**src/rtl/wb_arbiter_2m.sv**
```systemverilog
// Round-robin two-master Wishbone arbiter; a grant is held for the master's whole cyc tenure.
// Optional no-ack watchdog is built when WB_ARB_TIMEOUT_EN is defined (threshold TIMEOUT_CYCLES).
module wb_arbiter_2m #(
  parameter int unsigned TIMEOUT_CYCLES = 16
) (
  input  logic        i_ck,
  input  logic        i_rb,
  // master 0: instruction fetch
  input  logic        i_m0_cyc,
  input  logic        i_m0_stb,
  input  logic        i_m0_we,
  input  logic [3:0]  i_m0_sel,
  input  logic [29:0] i_m0_adr,
  input  logic [31:0] i_m0_dat,
  output logic [31:0] o_m0_dat,
  output logic        o_m0_ack,
  output logic        o_m0_err,
  // master 1: load/store
  input  logic        i_m1_cyc,
  input  logic        i_m1_stb,
  input  logic        i_m1_we,
  input  logic [3:0]  i_m1_sel,
  input  logic [29:0] i_m1_adr,
  input  logic [31:0] i_m1_dat,
  output logic [31:0] o_m1_dat,
  output logic        o_m1_ack,
  output logic        o_m1_err,
  // slave side
  output logic        o_wb_cyc,
  output logic        o_wb_stb,
  output logic        o_wb_we,
  output logic [3:0]  o_wb_sel,
  output logic [29:0] o_wb_adr,
  output logic [31:0] o_wb_dat,
  input  logic [31:0] i_wb_dat,
  input  logic        i_wb_ack
);

  typedef enum logic [1:0] {
    IDLE = 2'd0,
    GNT0 = 2'd1,
    GNT1 = 2'd2
  } state_t;

  state_t state;
  logic   last;      // most recently granted master; the other one wins a tie
  logic   req0, req1;
  logic   fire0, fire1;
  logic   end0, end1;

  if (TIMEOUT_CYCLES < 2 || TIMEOUT_CYCLES > 255) begin : g_bad_timeout
    $error("wb_arbiter_2m: TIMEOUT_CYCLES must be in 2..255");
  end

  assign req0 = i_m0_cyc & i_m0_stb;
  assign req1 = i_m1_cyc & i_m1_stb;

  // A tenure ends when the owner drops cyc or the watchdog terminates it.
  assign end0 = (state == GNT0) && (!i_m0_cyc || fire0);
  assign end1 = (state == GNT1) && (!i_m1_cyc || fire1);

`ifdef WB_ARB_TIMEOUT_EN
  localparam logic [7:0] WD_LAST = 8'(TIMEOUT_CYCLES - 1);

  logic [7:0] wd_cnt;

  assign fire0 = (state == GNT0) && i_m0_stb && !i_wb_ack && (wd_cnt == WD_LAST);
  assign fire1 = (state == GNT1) && i_m1_stb && !i_wb_ack && (wd_cnt == WD_LAST);

  always_ff @(posedge i_ck or negedge i_rb) begin
    if (!i_rb) begin
      wd_cnt <= 8'd0;
    end else if (o_wb_stb && !i_wb_ack && !end0 && !end1) begin
      wd_cnt <= wd_cnt + 8'd1;
    end else begin
      wd_cnt <= 8'd0;
    end
  end
`else
  assign fire0 = 1'b0;
  assign fire1 = 1'b0;
`endif

  // NOTE: sequential state uses non-blocking (<=) so every register samples pre-edge values.
  always_ff @(posedge i_ck or negedge i_rb) begin
    if (!i_rb) begin
      state <= IDLE;
      last  <= 1'b1;
    end else begin
      unique case (state)
        IDLE: begin
          if (req0 && (!req1 || last)) state <= GNT0;
          else if (req1)               state <= GNT1;
        end
        GNT0: begin
          if (end0) begin
            state <= req1 ? GNT1 : IDLE;
            last  <= 1'b0;
          end
        end
        GNT1: begin
          if (end1) begin
            state <= req0 ? GNT0 : IDLE;
            last  <= 1'b1;
          end
        end
        default: state <= IDLE;
      endcase
    end
  end

  // NOTE: every output of a combinational block gets a default first, so no latch is inferred.
  always_comb begin
    o_wb_cyc = 1'b0;
    o_wb_stb = 1'b0;
    o_wb_we  = 1'b0;
    o_wb_sel = 4'h0;
    o_wb_adr = 30'h0;
    o_wb_dat = 32'h0;
    unique case (state)
      GNT0: begin
        o_wb_cyc = i_m0_cyc;
        o_wb_stb = i_m0_stb;
        o_wb_we  = i_m0_we;
        o_wb_sel = i_m0_sel;
        o_wb_adr = i_m0_adr;
        o_wb_dat = i_m0_dat;
      end
      GNT1: begin
        o_wb_cyc = i_m1_cyc;
        o_wb_stb = i_m1_stb;
        o_wb_we  = i_m1_we;
        o_wb_sel = i_m1_sel;
        o_wb_adr = i_m1_adr;
        o_wb_dat = i_m1_dat;
      end
      default: ;
    endcase
  end

  // Read data is broadcast; only the granted master's ack/err qualifies it.
  assign o_m0_dat = i_wb_dat;
  assign o_m1_dat = i_wb_dat;
  assign o_m0_ack = (state == GNT0) && i_m0_stb && i_wb_ack;
  assign o_m1_ack = (state == GNT1) && i_m1_stb && i_wb_ack;
  assign o_m0_err = fire0;
  assign o_m1_err = fire1;

endmodule

```
**config.mk**
```make
export PLATFORM = sky130hd
export DESIGN_NAME = wb_arbiter_2m
export DESIGN_NICKNAME = d
export VERILOG_FILES = /design/src/rtl/wb_arbiter_2m.sv
export SDC_FILE = /design/constraint.sdc
export NUM_CORES = 1
export LEC_CHECK = 0
export BUFFER_PORTS_ARGS = -buffer_cell sky130_fd_sc_hd__buf_2
export CAP_MARGIN = 20
export CORE_AREA = 2 2 119 121
export DETAILED_ROUTE_END_ITERATION = 7
export DIE_AREA = 0 0 121 123
export GPL_ROUTABILITY_DRIVEN = 0
export PLACE_DENSITY_LB_ADDON = 0.1
export SLEW_MARGIN = 0
export SYNTH_ARGS = -nofsm -noshare
export SYNTH_HDL_FRONTEND = slang
export SYNTH_SLANG_ARGS = --single-unit
```
**constraint.sdc**
```tcl
create_clock -name i_ck -period 1.9 [get_ports i_ck]
set_input_delay 0.38 -clock i_ck [delete_from_list [all_inputs] [get_ports i_ck]]
set_output_delay 0.38 -clock i_ck [all_outputs]
set_load 0.05 [all_outputs]
```
==> out/summary.txt <==
FLOORPLAN
--------------------------------------------------------------------------------------
Die H                                                                           123 µm
Die Footprint                                                               0.0149 mm²
Starting density of the core                                                     13.4%
Number of primary I/O pins                                                         310
Floorplan die width                                                             121 µm
Cell row count                                                                      43
Placeable Area                                                              0.0136 mm²

STA
--------------------------------------------------------------------------------------
Setup Viol. Count Final                                                             69
Minimum period implied by the final worst setup slack                          2010 ps
Number of pins with negative max-slew slack in the final report                      0
Skew final                                                                     2.03 ps
Final number of hold-violating endpoints                                             0
Timing-limited maximum frequency                                               497 MHz
Post-Route Setup TNS                                                          -4430 ps
Unrepaired setup endpoints after global routing                                   true
Period utilization                                                                106%
Worst-case setup margin in the final layout                                    -111 ps

SETUP PATH
--------------------------------------------------------------------------------------
Startpoint kind of the worst setup timing path                                    flop
Endpoint class of the critical path                                       primary output
Worst EP arrival                                                               1630 ps
Start-to-end type of the worst setup path                                 flop to primary output
CP max FO                                                                            8
Data required time of the worst path                                           1520 ps

CLOCKING
--------------------------------------------------------------------------------------
Maximum level of the CTS H-tree                                                      1
CTS sink cnt                                                                         3
Clock tree root driver cell                                               sky130_fd_sc_hd__clkbuf_16
Clock slew at the register clock pins of the worst setup and hold paths          30 ps
Max clock buf depth                                                                  2
TritonCTS clock tree                                                               yes
Clock network latency to the later pin of the worst-skew pair                   220 ps
Number of CTS-inserted buffers                                                       3

DRT
--------------------------------------------------------------------------------------
Initial DRC Count                                                                   51
First drt pass iteration count                                                       4
Via count                                                                         2409
WL per Instance                                                                16.3 µm
Count of unresolved DRC violations after routing                                     0
Antenna violation net count after detailed routing                                   0
Wirelength, routed                                                             9590 µm
Post-DR vias/cell                                                                 4.10

GLOBAL ROUTE
--------------------------------------------------------------------------------------
GRT overflow                                                                         0
Initial antenna violation count                                                      0
All-Layer GR Usage                                                               9.83%
Pin count of the biggest net entering global routing                                39
Vias in the first global route                                                    2247
Global-route wire length before repair                                        11700 µm

PWR
--------------------------------------------------------------------------------------
Power density over the cells                                               1600 mW/mm²
Maximum vdd drop                                                                421 µV
Total power                                                                    6.24 mW
Leakage power                                                                  1.65 nW

SYNTH
--------------------------------------------------------------------------------------
Fraction of synthesized cell area taken by the top area cell type                28.0%
Commonest cells post-synth                                                sky130_fd_sc_hd__nor2b_1 (69), sky130_fd_sc_hd__a22oi_1 (68), sky130_fd_sc_hd__buf_4 (67)
Synth unique cells                                                                  24
Leading area contributor after synthesis                                  sky130_fd_sc_hd__a22oi_1
#FFs+latches synth                                                                   3
Most frequently used flop master after synthesis                          sky130_fd_sc_hd__dfrtp_1
Count of synthesis-stage warnings from yosys                                         0
Register area share after synthesis                                              4.18%
Gate count after technology mapping                                                254
Syn_area_per_cell                                                             7.19 µm²
EDFF count, synth                                                                    0
Cell with the most instances after synthesis                              sky130_fd_sc_hd__nor2b_1
Total standard cell area after synthesis                                   0.00183 mm²
Synth top area cells                                                      sky130_fd_sc_hd__a22oi_1 (28%), sky130_fd_sc_hd__buf_4 (28%), sky130_fd_sc_hd__nor2b_1 (24%)
Async set-or-reset flop fraction in the synthesized netlist                       100%

PLACED DESIGN
--------------------------------------------------------------------------------------
# port buffers                                                                     211
Dpl hpwl                                                                       6570 µm

FINAL LAYOUT
--------------------------------------------------------------------------------------
Final-stage net count                                                              586
Fraction of layout cells with a size suffix above 1                              82.8%
Number of filler instances in the final layout                                    1464
Post-synthesis to final-layout area growth                                        113%
Diodes inserted                                                                      0

WORST HOLD PATH
--------------------------------------------------------------------------------------
Class of the most critical hold timing path                               primary input to flop

RUN
--------------------------------------------------------------------------------------
Max cap viols                                                                        0

OUTCOME
--------------------------------------------------------------------------------------
Violations in the final reports                                           setup timing
Outcome                                                                   complete, but fails checks

-- path summary, 6_finish.rpt --
path / cells after the start / slack, ps / from / to
setup / recovery: 7 / -110 / state[0]$_DFFE_PN0P_ / o_wb_dat[7]
hold / removal: 3 / 460 / i_m1_stb / state[1]$_DFFE_PN0P_
setup reg to reg: 7 / 260 / state[1]$_DFFE_PN0P_ / state[0]$_DFFE_PN0P_
hold reg to reg: 1 / 560 / last$_DFFE_PN1P_ / last$_DFFE_PN1P_
max in group asynchronous: 2 / 1210 / i_rb / last$_DFFE_PN1P_
min in group asynchronous: 2 / 490 / i_rb / state[1]$_DFFE_PN0P_
-- layout by cell type, fill, tap and decap left out --
master / count
sky130_fd_sc_hd__a22oi_4: 1
sky130_fd_sc_hd__nand2_1: 2
sky130_fd_sc_hd__a22oi_1: 47
sky130_fd_sc_hd__a22oi_2: 21
sky130_fd_sc_hd__nand3_1: 1
sky130_fd_sc_hd__nor2_1: 1
sky130_fd_sc_hd__buf_8: 3
sky130_fd_sc_hd__inv_2: 2
sky130_fd_sc_hd__dfrtp_1: 2
sky130_fd_sc_hd__nand4_1: 1
sky130_fd_sc_hd__nor2b_4: 10
sky130_fd_sc_hd__buf_4: 7
sky130_fd_sc_hd__buf_16: 1
sky130_fd_sc_hd__nand3b_1: 1
sky130_fd_sc_hd__and3_1: 1
sky130_fd_sc_hd__o21ai_1: 1
sky130_fd_sc_hd__nor2b_2: 59
sky130_fd_sc_hd__clkbuf_1: 1
sky130_fd_sc_hd__nand4b_1: 1
sky130_fd_sc_hd__and3_4: 1
sky130_fd_sc_hd__ha_4: 3
sky130_fd_sc_hd__inv_1: 1
sky130_fd_sc_hd__o21ai_0: 1
sky130_fd_sc_hd__ha_1: 1
sky130_fd_sc_hd__buf_6: 66
sky130_fd_sc_hd__conb_1: 2
sky130_fd_sc_hd__dlygate4sd3_1: 1
sky130_fd_sc_hd__dfstp_2: 1
sky130_fd_sc_hd__buf_12: 14
sky130_fd_sc_hd__a21oi_1: 1
sky130_fd_sc_hd__buf_2: 140
sky130_fd_sc_hd__a22o_1: 2
sky130_fd_sc_hd__o2bb2ai_1: 2
sky130_fd_sc_hd__clkbuf_16: 9
-- registers in the layout, summed over array words and instances, names as in the netlist --
name	cells
last	1
state	2
-- worst max-delay path, cell delays in order, from the launching register on --
cell                        delay (ps)
sky130_fd_sc_hd__dfrtp_1           380
sky130_fd_sc_hd__inv_2             110
sky130_fd_sc_hd__ha_4              190
sky130_fd_sc_hd__buf_12            160
sky130_fd_sc_hd__clkbuf_16         170
sky130_fd_sc_hd__a22oi_1           100
sky130_fd_sc_hd__nor2b_2           130
sky130_fd_sc_hd__buf_6             170
-- cell type report --
type | instances | area, µm² | area share (%)
clock buffers | 4 | 78.8 | 2.02
inverters | 3 | 11.3 | 0.289
repair buffers | 238 | 2010 | 51.6
multi-input cells | 160 | 1490 | 38.3
well taps | 180 | 225 | 5.78
flip-flops and latches | 3 | 76.3 | 1.96
-- stage by stage --
| step | cells | hold WS [ps] | area [µm²] | utilization [%] | worst slack, ps |
|---|---|---|---|---|---|
| floorplan | 255 | 84.4 | 2050 | - | -75.3 |
| global placement | 566 | 192 | 2930 | 21.6 | 58.4 |
| detailed placement | 566 | 189 | 2930 | 21.6 | 24.6 |
| CTS | 574 | 453 | 3530 | 25.9 | -133 |
| global route | 588 | 495 | 3890 | 28.6 | -187 |
| finish | 588 | 464 | 3890 | 28.6 | -111 |
-- metal layers --
metal / vias up / GRT usage [%] / share of wire [%]
li1: 1138 / - / -
met1: 1119 / 11.5 / 38
met2: 118 / 17.9 / 53
met3: 34 / 1.15 / 6.0
met4: 0 / 4.43 / 2.8
met5: - / 0 / 0
-- where the power goes --
part           switching (mW)  internal (mW)  leakage, nW
Combinational            3.12           2.66         1.58
Sequential             0.0240          0.102       0.0367
Clock                  0.0581          0.277       0.0382
Total                    3.20           3.04         1.65
-- cell families after synthesis --
| logic type | count (synthesis) | share of synthesized area (%) |
|---|---|---|
| buffers and inverters | 92 | 34.5 |
| AO/OA/AOI/OAI | 76 | 31.9 |
| other | 1 | 0.205 |
| AND/OR/NAND/NOR | 78 | 26.5 |
| adder cells (fa/ha/maj) | 4 | 2.74 |
| flip-flops | 3 | 4.18 |
-- what timing repair did --
action,CTS,global route
gates resized for setup,141,29
endpoints found under the hold margin,2,0
endpoints found under the setup margin,71,71
cloned,1,9
buffers inserted,2,5
pin swaps,1,0
hold buffers,1,0
(Power assumes the default switching activity.)
